### src/rtl/link_rx_fifo.sv
// Receive-side flit buffer behind the link delay stage.
// The delay stage cannot be stalled, so flits that arrive while the queue is
// full are dropped, and the drops are recorded (sticky flag + saturating count).
// Flits leave through a first-word fall-through valid/ready port.
module link_rx_fifo #(
    parameter int DATA_W = 16,
    parameter int DEPTH  = 4,
    parameter int CNT_W  = 8
) (
    input  logic                       clk,
    input  logic                       reset,
    input  logic [DATA_W-1:0]          in_data,
    input  logic                       in_ack,
    output logic [DATA_W-1:0]          out_data,
    output logic                       out_valid,
    input  logic                       out_ready,
    output logic [$clog2(DEPTH):0]     level,
    output logic                       overflow,
    output logic [CNT_W-1:0]           drop_cnt
);

    localparam int AW = $clog2(DEPTH);
    localparam int LW = AW + 1;
    localparam logic [LW-1:0] FULL = LW'(DEPTH);

    logic [DATA_W-1:0] mem [DEPTH];
    logic [AW-1:0]     wp;
    logic [AW-1:0]     rp;
    logic              pop;
    logic              push_ok;
    logic              drop;

    // Handshake decode; a full queue still accepts a flit when the head leaves in the same cycle.
    always_comb begin
        pop     = out_valid & out_ready;
        push_ok = in_ack & ((level < FULL) | pop);
        drop    = in_ack & ~push_ok;
    end

    // Flit storage; contents are don't-care after reset, so no reset term.
    always_ff @(posedge clk) begin
        if (reset && push_ok) begin
            mem[wp] <= in_data;
        end
    end

    // Pointers and occupancy; pointers wrap naturally because DEPTH is a power of two.
    always_ff @(posedge clk) begin
        if (!reset) begin
            wp    <= '0;
            rp    <= '0;
            level <= '0;
        end else begin
            if (push_ok) begin
                wp <= wp + 1'b1;
            end
            if (pop) begin
                rp <= rp + 1'b1;
            end
            case ({push_ok, pop})
                2'b10:   level <= level + 1'b1;
                2'b01:   level <= level - 1'b1;
                default: level <= level;
            endcase
        end
    end

    // Drop bookkeeping: sticky flag plus a counter that holds at all-ones.
    always_ff @(posedge clk) begin
        if (!reset) begin
            overflow <= 1'b0;
            drop_cnt <= '0;
        end else if (drop) begin
            overflow <= 1'b1;
            if (drop_cnt != '1) begin
                drop_cnt <= drop_cnt + 1'b1;
            end
        end
    end

    // Head-of-queue outputs, driven from registers only; zero while empty.
    always_comb begin
        out_valid = (level != '0);
        out_data  = out_valid ? mem[rp] : '0;
    end

endmodule

### config.mk
export PLATFORM = sky130hd
export DESIGN_NAME = link_rx_fifo
export DESIGN_NICKNAME = d
export VERILOG_FILES = /design/src/rtl/link_rx_fifo.sv
export SDC_FILE = /design/constraint.sdc
export NUM_CORES = 1
export LEC_CHECK = 0
export BUFFER_PORTS_ARGS = -buffer_cell sky130_fd_sc_hd__clkbuf_2
export CAP_MARGIN = 10
export CORE_UTILIZATION = 56
export DETAILED_ROUTE_END_ITERATION = 8
export PLACE_DENSITY_LB_ADDON = 0.1
export SKIP_CTS_REPAIR_TIMING = 1
export SYNTH_ARGS = -nofsm -noshare
export SYNTH_HDL_FRONTEND = slang
export SYNTH_SLANG_ARGS = --single-unit
### constraint.sdc
create_clock -name clk -period 2.7 [get_ports clk]
set_input_delay 0.27 -clock clk [delete_from_list [all_inputs] [get_ports clk]]
set_output_delay 0.27 -clock clk [all_outputs]
set_load 0.01 [all_outputs]
# Word level (Yosys, flattened, before mapping)
# Memories as Yosys holds them, arrays and structs flattened. A register that Yosys moved wholly into a read port is not among the register bits.
# Index checks and enable logic that the tools add are counted.
[op_classes] order_cmp=1 bitwise_logic=5 mux=6 addsub=5 n_eq_ne=3 n_reduce_logical=4
[ops] operator="$mux 16" count=1
[ops] operator="$add 8x1->8 const B" count=1
[ops] operator="$ne 8x8->1 const B" count=1
[ops] operator="$pmux 3 s2" count=1
[ops] operator="$add 2x1->2 const B" count=2
[ops] operator="$mux 2" count=2
[ops] operator="$add 3x1->3 const B" count=1
[ops] operator="$and 1x1->1" count=3
[ops] operator="$lt 3x3->1 const B" count=1
[ops] operator="$reduce_bool 3->1" count=1
[ops] operator="$sub 3x1->3 const B" count=1
[ops] operator="$eq 2x1->1 const B" count=1
[ops] operator="$eq 2x2->1 const B" count=1
[ops] operator="$mux 1" count=2
[ops] operator="$reduce_and 2->1" count=1
[ops] operator="$reduce_bool 2->1" count=1
[ops] operator="$logic_and 1x1->1" count=1
[ops] operator="$not 1->1" count=1
[ops] operator="$or 1x1->1" count=1
[totals] regBits=16 memories=1 mem_bits_rw=64 in_bits=20
[memory_table] name="mem" words=4 word_bits=16 read_ports=1 rd_ports_with_merged_regs=1 wr=1 line="26" text="logic [DATA_W-1:0] mem [DEPTH];"

# Depth between registers and ports, before layout
[depth] word_depth=7 mapped_depth=10 mapped_depth_nobuf=9

# Worst setup path before layout
# Ideal clock, no wire load.
[synth_path] kind="reg-to-reg" from="reg level[2]" to="reg level[2]" path_slack_ns=0.565 period_less_slack_ns=2.135 setup_ns=0.071 required_time_ns=2.629 stages_incl_launch_ff=11 arrival_ns=2.064 cell_sequence="dfxtp_1 > buf_2 > and2b_1 > nor2_1 > inv_1 > ha_1 > inv_1 > fa_1 > xor2_1 > or3_1 > a21oi_1"
[synth_between] elab_chain_len=6 word_cells_on_any_way=11 classes_between="add/sub (2); order compare (1); eq/ne (2); mux (1); bitwise (3); reduce/logical (2)"
[synth_rtl] item="from (decl)" line="17" text="output logic [$clog2(DEPTH):0] level,"
[synth_rtl] item="from (signal assigned)" line="61" text="2'b10: level <= level + 1'b1;"
[synth_rtl] item="from (signal assigned)" line="62" text="2'b01: level <= level - 1'b1;"
[synth_rtl] item="from (signal assigned)" line="63" text="default: level <= level;"
[synth_rtl] item="parallel branches: the longest is 6 deep, another holds $lt 3x3->1"
# Several ways; the timed one is not identified.
# A chain may end at the register's enable or synchronous reset.

# Worst setup path after layout
# Same ends and word-level chain as after synthesis.

==> impl_metrics.csv <==
group,metric,value,unit
place,dpl.cell_count,329,
clock_network,cts_tree,"done",
worst_setup_path,arrival,2570,ps
timing,fin_skew,3.50,ps
timing,fmax,434,MHz
clock_network,cts_sinks,82,
global_route,grt_pass1_vias,1828,
timing,post-route-min-period,2310,ps
synth,ys_types,42,
route,via_count,1880,
clock_network,cts.clk_slew.worst_paths,80,ps
pwr,switching_share,0.297,
floorplanning,io_pins,49,
global_route,grt_first_pass_wirelength,8880,um
route,wl,5490,um
floorplanning,die_h,80.5,um
pwr,ir_drop,0.000582,V
pwr,power_frac_seq,0.472,
floorplanning,start_util,0.583,
timing,fin_setup_tns,0,ps
place,dp_slack,404,ps
run_status,status,"finished clean",
worst_setup_path,cpMaxStageDelayCell,"dfxtp_1",
timing,worstMarginPinSlew,432,ps
worst_setup_path,crit_chain,"and2b_1, nor2_1, inv_1, ha_1, inv_1, fa_1, xor2_1, or3_1, a21oi_1",
finish,n_antenna_cell,0,
timing,final.period_utilization,0.854,
worst_setup_path,crit_top_cell,"inv_1",
finish,mostFrequentLayoutCells,"edfxtp_1, clkbuf_2, dfxtp_1, mux4_2, nor2b_4",
timing,finalSetupViolCount,0,
place,port_buffers,48,
place,gp_congestion,0.841,
pwr,p_clk_frac,0.228,
worst_hold_path,hp-class,"in2reg",
clock_network,cts_buffer_depth,2,
worst_setup_path,ff2ff_path_depth,9,
floorplanning,die_x,80.5,um
worst_hold_path,whs_path_depth,1,
flow_run,maxCapViolCount,0,
synth,async_reset_ff_frac,0,
worst_setup_path,r2r-end,"level[2]",
synth,synth_edf_count,64,
global_route,overflow,0,
timing,rsz0062_at_grt,"no",
pwr,intPower,0.00223,W
clock_network,cts-root-buf,"clkbuf_8",
route,postRouteAntennaNets,0,
synth,syn_area,0.00345,mm^2
clock_network,cts.htree.levels,3,
floorplanning,fp-row-count,28,
global_route,grtUsageTotal,0.192,
worst_setup_path,crit_type,"reg2reg",
synth,synth_nets,235,
worst_setup_path,worstSetupStartpointType,"register",
route,firstDrtPassIters,4,
pwr,total_leakage_power,1.45,nW
route,wire_per_inst,16.0,um
synth,ys_seq_area_frac,0.661,
synth,postSynthCellCount,208,
pwr,p_switching,0.000943,W
finish,fin_cells,344,
route,viasPerCell,5.47,
floorplanning,fp.coreArea,0.00592,mm^2
worst_setup_path,timing.rr.start,"level[2]",
finish,nets,292,
floorplanning,dieArea,0.00648,mm^2
synth,synth-seq-cells,82,
pwr,p_comb_frac,0.300,
clock_network,numCtsBuffers,9,
worst_hold_path,holdCritStartpoint,"in_data[1]",
pwr,powerDensity,807,mW/mm^2
global_route,grt_max_degree,18,
timing,hold_viol_final,0,
place,dpl.hpwl,3700,um
worst_setup_path,worstPathMaxFanout,11,
worst_setup_path,critPathRequiredTime,2970,ps
timing,max-slew-margin-rel,0.712,
timing,worst_slack,393,ps
finish,layout_commonest_cell,"edfxtp_1",
worst_setup_path,worst_setup_path_end_kind,"register",
synth,yosysWarningCount,0,
global_route,antenna_found_initial,0,
route,dr.first_iter.drc_count,90,
finish,syn2layout_area_growth,13.9,%
synth,avgSynthCellArea,16.6,um^2
route,post-route-drc-count,0,
worst_setup_path,critPathMaxStageDelay,530,ps
synth,synthFlopType,"edfxtp_1",
finish,drive_above_1_share,0.357,
worst_setup_path,rrSetupSlack,390,ps
worst_hold_path,worstHoldEndpoint,"mem[2][1]",
timing,slew_violations,0,
clock_network,clk_latency,330,ps
## power by group through the flow
stage | clock network (W) | registers, W | logic [W]
5_1_grt | 0.000781 | 0.00151 | 0.00106
6_report | 0.000722 | 0.00150 | 0.000953
3_5_place_dp | 0 | 0.00153 | 0.000974
2_1_floorplan | 0 | 0.00151 | 0.000761
4_1_cts | 0.000746 | 0.00150 | 0.000976
3_3_place_gp | 0 | 0.00152 | 0.000964
## through the flow
step | hold slack [ps] | power, W | instance area, um^2 | utilization
after global routing | 140 | 0.00335 | 3930 | 0.664
after global placement | 454 | 0.00249 | 3770 | 0.637
after floorplan | 369 | 0.00227 | 3450 | -
after CTS | 128 | 0.00322 | 3930 | 0.664
after detailed placement | 478 | 0.00250 | 3770 | 0.637
final | 146 | 0.00317 | 3930 | 0.664
## worst max-delay path: cells and delay by family, from the launching register on
| family | cells | cell delay (ps) |
|---|---|---|
| fa+ha+maj | 2 | 550 |
| simple gates | 3 | 740 |
| compound gates | 1 | 130 |
| xor+xnor | 1 | 160 |
| buf+inv | 2 | 130 |
| flops | 1 | 530 |
## worst max-delay path by stage
stage	startpoint	endpoint	slack, ps	cells past startpoint
3_3_place_gp	level[2]	level[2]	480	9
6_report	level[2]	level[2]	390	9
3_5_place_dp	level[2]	level[2]	400	9
5_1_grt	level[2]	level[2]	210	9
2_1_floorplan	level[2]	level[2]	570	10
4_1_cts	level[2]	level[2]	380	9
## per-layer routing
metal	global-route usage	wire (um)	up-vias
met5	0	0	-
met4	0.102	95	0
met3	0.0352	193	10
met2	0.328	2880	41
met1	0.229	2320	920
li1	-	-	909
## layout make-up
| type | instances | area (um^2) |
|---|---|---|
| timing repair buffer | 55 | 293 |
| tap | 75 | 93.8 |
| sequential | 82 | 2280 |
| clock buffer | 9 | 124 |
| clock inverter | 6 | 35.0 |
| fill | 440 | 1990 |
| multi-input combinational | 107 | 1070 |
| inverter | 10 | 37.5 |
## sequential cells by signal, indices dropped and copies added (netlist names), named ones only
name and count:
mem 64, drop_cnt 8, level 3, rp 2
wp 2, overflow 1
## Yosys cell counts, types with 2 or more instances
cell type / n / area share
mux2i_1: 3 / 0.0087
and4_1: 2 / 0.0051
ha_1: 6 / 0.022
nor2_1: 9 / 0.0098
edfxtp_1: 64 / 0.56
dfxtp_1: 18 / 0.10
nand3_1: 4 / 0.0058
nor2b_1: 6 / 0.011
and3_1: 6 / 0.011
xor2_1: 4 / 0.010
inv_1: 9 / 0.0098
a41oi_1: 2 / 0.0051
nor2b_4: 10 / 0.040
nor3_1: 3 / 0.0043
nand2_1: 5 / 0.0054
buf_2: 4 / 0.0058
clkbuf_1: 2 / 0.0022
nand2b_1: 3 / 0.0054
o21ai_1: 2 / 0.0029
mux4_2: 16 / 0.10
a211oi_1: 3 / 0.0065
a21oi_1: 7 / 0.010
## cell families (layout without fill, tap and decap cells)
kind of cell,Yosys count,after routing,share of synthesized area
buffers and inverters,19,80,0.0301
flip-flops,82,82,0.661
adder cells (fa/ha/maj),7,7,0.0275
AO/OA/AOI/OAI,20,20,0.0388
multiplexers,19,19,0.113
XOR/XNOR,4,4,0.0101
AND/OR/NAND/NOR,57,57,0.119
Power figures use the tool's default switching activity.
